===== src/rtl/wb_stage.sv =====
`default_nettype none
// ============================================================================
//  Module   : wb_stage
//  Purpose  : Writeback pipeline stage. Registers the memory-stage results,
//             extracts load data (byte/half/word/double, signed/unsigned),
//             selects the register-file write data and counts retired
//             instructions. rd_data_w doubles as the W->E forwarding value.
//  Ports    : clk, rst_n          - clock, asynchronous active-low reset
//             stall_w, flush_w    - hold stage / kill instruction entering W
//             *_m                 - memory-stage instruction fields
//             valid_w             - W slot holds a real instruction
//             rd_write_w, rd_w,
//             rd_data_w           - register-file write port
//             instret             - retired-instruction counter
//  Revision : 1.0 - initial release
// ============================================================================
module wb_stage #(
    parameter  int XLEN   = 32,
    parameter  int CNT_W  = 64,
    localparam int LANE_W = $clog2(XLEN/8)
) (
    input  logic              clk,
    input  logic              rst_n,
    input  logic              stall_w,
    input  logic              flush_w,
    input  logic              valid_m,
    input  logic              rd_write_m,
    input  logic [1:0]        rd_write_src_m,
    input  logic [4:0]        rd_m,
    input  logic [XLEN-1:0]   pc_m,
    input  logic [XLEN-1:0]   alu_res_m,
    input  logic [XLEN-1:0]   mem_read_data_m,
    input  logic [2:0]        mem_funct3_m,
    input  logic [LANE_W-1:0] mem_addr_lo_m,
    input  logic [XLEN-1:0]   csr_data_m,
    output logic              valid_w,
    output logic              rd_write_w,
    output logic [4:0]        rd_w,
    output logic [XLEN-1:0]   rd_data_w,
    output logic [CNT_W-1:0]  instret
);

    localparam logic [1:0]       c_SRC_ALU = 2'b00;
    localparam logic [1:0]       c_SRC_MEM = 2'b01;
    localparam logic [1:0]       c_SRC_PC4 = 2'b10;
    localparam logic [XLEN-1:0]  c_PC_INC  = XLEN'(4);
    localparam logic [CNT_W-1:0] c_CNT_ONE = CNT_W'(1);
    localparam bit               c_IS64    = (XLEN == 64);

    // Stage registers
    logic              r_valid;
    logic              r_rd_write;
    logic [1:0]        r_src;
    logic [4:0]        r_rd;
    logic [XLEN-1:0]   r_pc;
    logic [XLEN-1:0]   r_alu;
    logic [XLEN-1:0]   r_mem_data;
    logic [2:0]        r_funct3;
    logic [LANE_W-1:0] r_addr_lo;
    logic [XLEN-1:0]   r_csr;
    logic [CNT_W-1:0]  r_instret;

    logic [XLEN-1:0]   w_shifted;
    logic [XLEN-1:0]   w_word_s;
    logic [XLEN-1:0]   w_word_u;
    logic [XLEN-1:0]   w_load;
    logic [XLEN-1:0]   w_rd_data;
    logic              w_retire;

    // Flush wins over stall: the incoming slot is killed but its fields
    // still load so the W registers never carry stale data past a flush.
    always_ff @(posedge clk or negedge rst_n) begin
        if (!rst_n) begin
            r_valid    <= 1'b0;
            r_rd_write <= 1'b0;
            r_src      <= 2'b00;
            r_rd       <= 5'd0;
            r_pc       <= '0;
            r_alu      <= '0;
            r_mem_data <= '0;
            r_funct3   <= 3'b000;
            r_addr_lo  <= '0;
            r_csr      <= '0;
        end else if (flush_w || !stall_w) begin
            r_valid    <= valid_m & ~flush_w;
            r_rd_write <= rd_write_m;
            r_src      <= rd_write_src_m;
            r_rd       <= rd_m;
            r_pc       <= pc_m;
            r_alu      <= alu_res_m;
            r_mem_data <= mem_read_data_m;
            r_funct3   <= mem_funct3_m;
            r_addr_lo  <= mem_addr_lo_m;
            r_csr      <= csr_data_m;
        end
    end

    // An instruction retires when it leaves W: valid, not held, not flushed.
    assign w_retire = r_valid & ~stall_w & ~flush_w;

    always_ff @(posedge clk or negedge rst_n) begin
        if (!rst_n) begin
            r_instret <= '0;
        end else if (w_retire) begin
            r_instret <= r_instret + c_CNT_ONE;
        end
    end

    // Bring the addressed byte lane down to bit 0; misaligned offsets simply
    // shift in zeros from the top.
    assign w_shifted = r_mem_data >> {r_addr_lo, 3'b000};

    // Word extraction only differs from the full datapath on RV64.
    generate
        if (XLEN == 64) begin : g_xlen64
            assign w_word_s = {{32{w_shifted[31]}}, w_shifted[31:0]};
            assign w_word_u = {32'b0, w_shifted[31:0]};
        end else begin : g_xlen32
            assign w_word_s = w_shifted;
            assign w_word_u = w_shifted;
        end
    endgenerate

    always_comb begin
        w_load = r_mem_data;
        case (r_funct3)
            3'b000:  w_load = {{(XLEN-8){w_shifted[7]}},   w_shifted[7:0]};
            3'b001:  w_load = {{(XLEN-16){w_shifted[15]}}, w_shifted[15:0]};
            3'b010:  w_load = w_word_s;
            3'b100:  w_load = {{(XLEN-8){1'b0}},  w_shifted[7:0]};
            3'b101:  w_load = {{(XLEN-16){1'b0}}, w_shifted[15:0]};
            3'b110: begin
                if (c_IS64) begin
                    w_load = w_word_u;
                end
            end
            // LD (011) and undefined encodings return the raw word.
            default: w_load = r_mem_data;
        endcase
    end

    always_comb begin
        w_rd_data = r_csr;
        case (r_src)
            c_SRC_ALU: w_rd_data = r_alu;
            c_SRC_MEM: w_rd_data = w_load;
            c_SRC_PC4: w_rd_data = r_pc + c_PC_INC;
            default:   w_rd_data = r_csr;
        endcase
    end

    assign valid_w    = r_valid;
    assign rd_write_w = r_valid & r_rd_write & (r_rd != 5'd0);
    assign rd_w       = r_rd;
    assign rd_data_w  = w_rd_data;
    assign instret    = r_instret;

endmodule
`default_nettype wire


===== config.mk =====
export PLATFORM = sky130hd
export DESIGN_NAME = wb_stage
export DESIGN_NICKNAME = d
export VERILOG_FILES = /design/src/rtl/wb_stage.sv
export SDC_FILE = /design/constraint.sdc
export NUM_CORES = 1
export LEC_CHECK = 0
export CAP_MARGIN = 30
export CELL_PAD_IN_SITES_DETAIL_PLACEMENT = 0
export CELL_PAD_IN_SITES_GLOBAL_PLACEMENT = 1
export CORE_MARGIN = 3
export CORE_UTILIZATION = 42
export DETAILED_ROUTE_END_ITERATION = 10
export GPL_TIMING_DRIVEN = 0
export PLACE_DENSITY_LB_ADDON = 0.1
export SKIP_LAST_GASP = 1
export SLEW_MARGIN = 20
export SYNTH_ARGS = -nofsm -noshare
export SYNTH_HDL_FRONTEND = slang
export SYNTH_SLANG_ARGS = --single-unit

===== constraint.sdc =====
create_clock -name clk -period 3.1 [get_ports clk]
set_input_delay 0.465 -clock clk [delete_from_list [all_inputs] [get_ports clk]]
set_output_delay 0.465 -clock clk [all_outputs]
set_load 0.03 [all_outputs]

==> impl_results.html <==
<table>
<tr><th>Metric</th><th>Value</th></tr>
<tr><th colspan="2">Logic synthesis</th></tr>
<tr><td>Post-synthesis instance area</td><td>10,400 um^2</td></tr>
<tr><td>Number of nets produced by synthesis</td><td>1,114</td></tr>
<tr><td>Proportion of register bits with asynchronous set or reset after synthesis</td><td>1.00</td></tr>
<tr><td>Post-synthesis mux area share</td><td>0.154</td></tr>
<tr><td>Number of unique standard cell types used by synthesis</td><td>54</td></tr>
<tr><td>Count of state elements after synthesis</td><td>206</td></tr>
<tr><td>Average footprint of a synthesized cell</td><td>10.8 um^2</td></tr>
<tr><td>Synth Area in Compound Gates</td><td>0.108</td></tr>
<tr><td>Post-Synth Adder-Cell Area</td><td>0.00241</td></tr>
<tr><td>XOR/XNOR share of the synthesized area</td><td>0.0742</td></tr>
<tr><td>Combinational family with the most area after synthesis</td><td>multiplexers</td></tr>
<tr><td>Number of enable-type register cells in the synthesized netlist</td><td>0</td></tr>
<tr><td>Fraction of the mapped netlist area in simple logic gates</td><td>0.134</td></tr>
<tr><td>Most instantiated flip-flop cell in the synthesis netlist</td><td>sky130_fd_sc_hd__dfrtp_1</td></tr>
<tr><td>Warnings, synthesis</td><td>0</td></tr>
<tr><td>Share of the yosys chip area belonging to registers</td><td>0.496</td></tr>
<tr><td>Cell count after synthesis</td><td>966</td></tr>
<tr><th colspan="2">Timing</th></tr>
<tr><td>Hold Slack</td><td>0.426 ns</td></tr>
<tr><td>Skew final</td><td>0.00519 ns</td></tr>
<tr><td>Final worst path period share</td><td>1.01</td></tr>
<tr><td>Count of pins over their slew limit</td><td>0</td></tr>
<tr><td>Transition time of the tightest slew-check pin</td><td>0.956 ns</td></tr>
<tr><td>Hold Vio Cnt, Final</td><td>0</td></tr>
<tr><td>Worst-case headroom to the max-slew limit</td><td>0.362</td></tr>
<tr><td>Final setup vio count</td><td>2</td></tr>
<tr><td>Worst setup slack after layout</td><td>-0.0251 ns</td></tr>
<tr><td>Max frequency</td><td>320 MHz</td></tr>
<tr><td>Min Clock Period, post-route</td><td>3.13 ns</td></tr>
<tr><td>Setup repair after global routing missed its margin</td><td>true</td></tr>
<tr><th colspan="2">Clocking</th></tr>
<tr><td>Clock edge transition at the registers on the reported setup and hold paths</td><td>0.06 ns</td></tr>
<tr><td>Buffer depth of the longest clock path</td><td>3</td></tr>
<tr><td>H-tree level count</td><td>1</td></tr>
<tr><td>CTS tree</td><td>built</td></tr>
<tr><td>Root Buffer Master</td><td>sky130_fd_sc_hd__clkbuf_16</td></tr>
<tr><td>Number of buffers created by CTS</td><td>24</td></tr>
<tr><td>Count of clock tree sinks</td><td>206</td></tr>
<tr><td>Clock insertion delay at the later pin of the skew report</td><td>0.52 ns</td></tr>
<tr><th colspan="2">Placement</th></tr>
<tr><td>Buffers on Ports</td><td>248</td></tr>
<tr><td>Weighted congestion at the end of routability-driven global placement</td><td>0.926</td></tr>
<tr><td>DP HPWL</td><td>25,300 um</td></tr>
<tr><td>Setup WS pre-CTS</td><td>-0.592 ns</td></tr>
<tr><th colspan="2">Finish</th></tr>
<tr><td>Post-layout nets</td><td>1,397</td></tr>
<tr><td>Synth-to-layout area growth</td><td>39.4%</td></tr>
<tr><td>Share of post-route cells with drive strength above 1</td><td>0.227</td></tr>
<tr><th colspan="2">Floorplanning</th></tr>
<tr><td>Site Rows</td><td>56</td></tr>
<tr><td>Top-level port count</td><td>249</td></tr>
<tr><td>Width of the die</td><td>163 um</td></tr>
<tr><td>Initial standard-cell utilization of the core</td><td>0.435</td></tr>
<tr><td>Core Region</td><td>23,900 um^2</td></tr>
<tr><td>Vertical die dimension</td><td>163 um</td></tr>
<tr><td>DIE AREA</td><td>26,700 um^2</td></tr>
<tr><th colspan="2">Run</th></tr>
<tr><td>Max-Cap Viols</td><td>0</td></tr>
<tr><th colspan="2">Run status</th></tr>
<tr><td>Outcome</td><td>complete, but fails checks</td></tr>
<tr><td>Violations in the final reports</td><td>setup timing</td></tr>
<tr><th colspan="2">Global route</th></tr>
<tr><td>Number of antenna violations at the first check in global routing</td><td>4</td></tr>
<tr><td>Overall routing resource usage</td><td>0.251</td></tr>
<tr><td>Wire length of the first global-routing pass</td><td>51,900 um</td></tr>
<tr><td>Congestion Overflow GR</td><td>0</td></tr>
<tr><td>Number of global-route vias before repair</td><td>8,919</td></tr>
<tr><td>Maximum number of pins on one net before global-route repair</td><td>88</td></tr>
<tr><th colspan="2">Worst setup path</th></tr>
<tr><td>Worst reg2reg setup slack</td><td>0.77 ns</td></tr>
<tr><td>Setup crit start kind</td><td>register</td></tr>
<tr><td>Startpoint of the worst-slack reg-to-reg timing path</td><td>valid_w</td></tr>
<tr><td>Arrival @ worst endpoint</td><td>2.66 ns</td></tr>
<tr><td>Highest net fanout along the worst path</td><td>10</td></tr>
<tr><td>Critical Path Source</td><td>r_addr_lo[1]</td></tr>
<tr><td>Type of the worst setup path</td><td>reg -&gt; out</td></tr>
<tr><td>Kind of end point of the critical path</td><td>output port</td></tr>
<tr><td>Crit path required time</td><td>2.63 ns</td></tr>
<tr><th colspan="2">Routing</th></tr>
<tr><td>Detail Route Antenna Nets</td><td>0</td></tr>
<tr><td>Number of DRC violations after detailed-routing iteration 0</td><td>547</td></tr>
<tr><td>Total Wirelength</td><td>34,000 um</td></tr>
<tr><td>Overall via count from detail_route</td><td>8,809</td></tr>
<tr><td>Pre-Repair DR Iteration Count</td><td>5</td></tr>
<tr><td>Average wire length per cell after detail routing</td><td>21.4 um</td></tr>
<tr><td>Via density per instance</td><td>5.55</td></tr>
<tr><td>Remaining routing DRC violations</td><td>0</td></tr>
<tr><th colspan="2">Pwr</th></tr>
<tr><td>Cell leakage power</td><td>6.03 nW</td></tr>
<tr><td>Worst vdd ir</td><td>390 uV</td></tr>
<tr><td>P per Cell Area</td><td>528 nW/um^2</td></tr>
<tr><th colspan="2">Worst hold path</th></tr>
<tr><td>Min-Delay Path Class</td><td>in -&gt; async</td></tr>
</table>
==> worst max-delay path, cell delays in order (launching register included) <==
cell and delay (ns):
sky130_fd_sc_hd__dfrtp_1 0.41, sky130_fd_sc_hd__buf_2 0.21, sky130_fd_sc_hd__and2_1 0.17, sky130_fd_sc_hd__a221o_1 0.38, sky130_fd_sc_hd__a21oi_4 0.27, sky130_fd_sc_hd__buf_4 0.16
sky130_fd_sc_hd__o22ai_1 0.08, sky130_fd_sc_hd__nor2_1 0.21, sky130_fd_sc_hd__clkbuf_2 0.25
==> cells in the final DEF (no fill, tap or decap), drive strengths merged, types with 10 or more instances in the layout <==
cell             n
xor2            37
nand3           33
nand4           33
a31oi           11
and4            10
mux2i           18
o21ai           66
nor3            29
nor4            17
o211ai          10
xnor2           51
dfrtp          206
inv             33
clkbuf          81
nand2           75
nor2            45
clkdlybuf4s50  215
o22ai           17
a21oi           25
buf             40
mux2           116
==> path summary, 6_finish.rpt <==
check,to,cells after the start
max,rd_data_w[16],8
min,r_csr[27],2
max reg2reg,instret[63],6
min reg2reg,instret[63],1
max in group asynchronous,instret[7],3
min in group clk,instret[63],1
==> flip-flops by register name (all words and copies together) (netlist names), 3 cells and up <==
register	count
r_csr	32
r_mem_data	32
rd_w	5
r_alu	32
r_pc	32
r_funct3	3
instret	64
==> cell families after synthesis <==
group / count (synthesis)
flops: 206
xor+xnor: 88
fa+ha+maj: 2
buf+inv: 87
compound gates: 177
mux: 139
simple gates: 267
==> power by group <==
group | internal, mW | switching (mW)
combinational | 0.683 | 0.832
sequential | 2.87 | 0.177
clock | 1.94 | 1.15
total | 5.49 | 2.16
==> cell usage after synthesis, types with 7 or more instances <==
master                      number  area, um^2
sky130_fd_sc_hd__nand3_1        32         160
sky130_fd_sc_hd__a31oi_1        11        68.8
sky130_fd_sc_hd__a221oi_1        8        70.1
sky130_fd_sc_hd__xor2_1         37         324
sky130_fd_sc_hd__and3_1          8        50.1
sky130_fd_sc_hd__xnor2_1        51         447
sky130_fd_sc_hd__mux2_2        116        1310
sky130_fd_sc_hd__o21ai_0        66         330
sky130_fd_sc_hd__dfrtp_1       206        5150
sky130_fd_sc_hd__o211ai_1       10        75.1
sky130_fd_sc_hd__nand4_1        31         194
sky130_fd_sc_hd__a21oi_1        25         125
sky130_fd_sc_hd__nand2_1        75         282
sky130_fd_sc_hd__o221ai_1        9        78.8
sky130_fd_sc_hd__clkbuf_1       47         176
sky130_fd_sc_hd__and4_1          7        61.3
sky130_fd_sc_hd__a2bb2oi_1       7        61.3
sky130_fd_sc_hd__mux2i_1        18         180
sky130_fd_sc_hd__nor3_1         29         145
sky130_fd_sc_hd__o22ai_1        17         106
sky130_fd_sc_hd__inv_1          33         124
sky130_fd_sc_hd__nor4_1         14        87.6
sky130_fd_sc_hd__nor2_1         45         169
==> layout make-up <==
| type | instances | area [um^2] |
|---|---|---|
| buffer | 50 | 248 |
| antenna | 2 | 5.00 |
| multi-input combinational | 673 | 5140 |
| clock buffer | 34 | 718 |
| sequential | 206 | 5170 |
| tap | 319 | 399 |
| fill | 2057 | 9410 |
| inverter | 33 | 124 |
| timing repair buffer | 261 | 2530 |
| clock inverter | 9 | 156 |
==> what timing repair did <==
action,4_1_cts,5_1_grt
setup buffers,6,3
resized for setup,180,73
endpoints found under the hold margin,42,0
setup endpoints to repair,32,28
hold buffers,1,0
pin swaps,3,5
==> through the flow <==
stage / utilization / setup TNS (ns) / total power, mW / std cells / instance area (um^2)
6_report: 0.606 / -0.0252 / 7.65 / 1587 / 14500
5_1_grt: 0.606 / -0.236 / 7.94 / 1586 / 14500
4_1_cts: 0.601 / -0.617 / 7.66 / 1582 / 14400
3_5_place_dp: 0.558 / -13.09 / 4.56 / 1536 / 13300
3_3_place_gp: 0.556 / -1550.15 / 4.55 / 1533 / 13300
2_1_floorplan: - / 0 / 3.83 / 966 / 10400
==> routing by layer <==
layer | track usage | share of wire
met1 | 0.327 | 0.42
met2 | 0.426 | 0.49
met3 | 0.0535 | 0.062
met4 | 0.0715 | 0.030
met5 | 0 | 0.0012
Power figures use the tool's default switching activity.
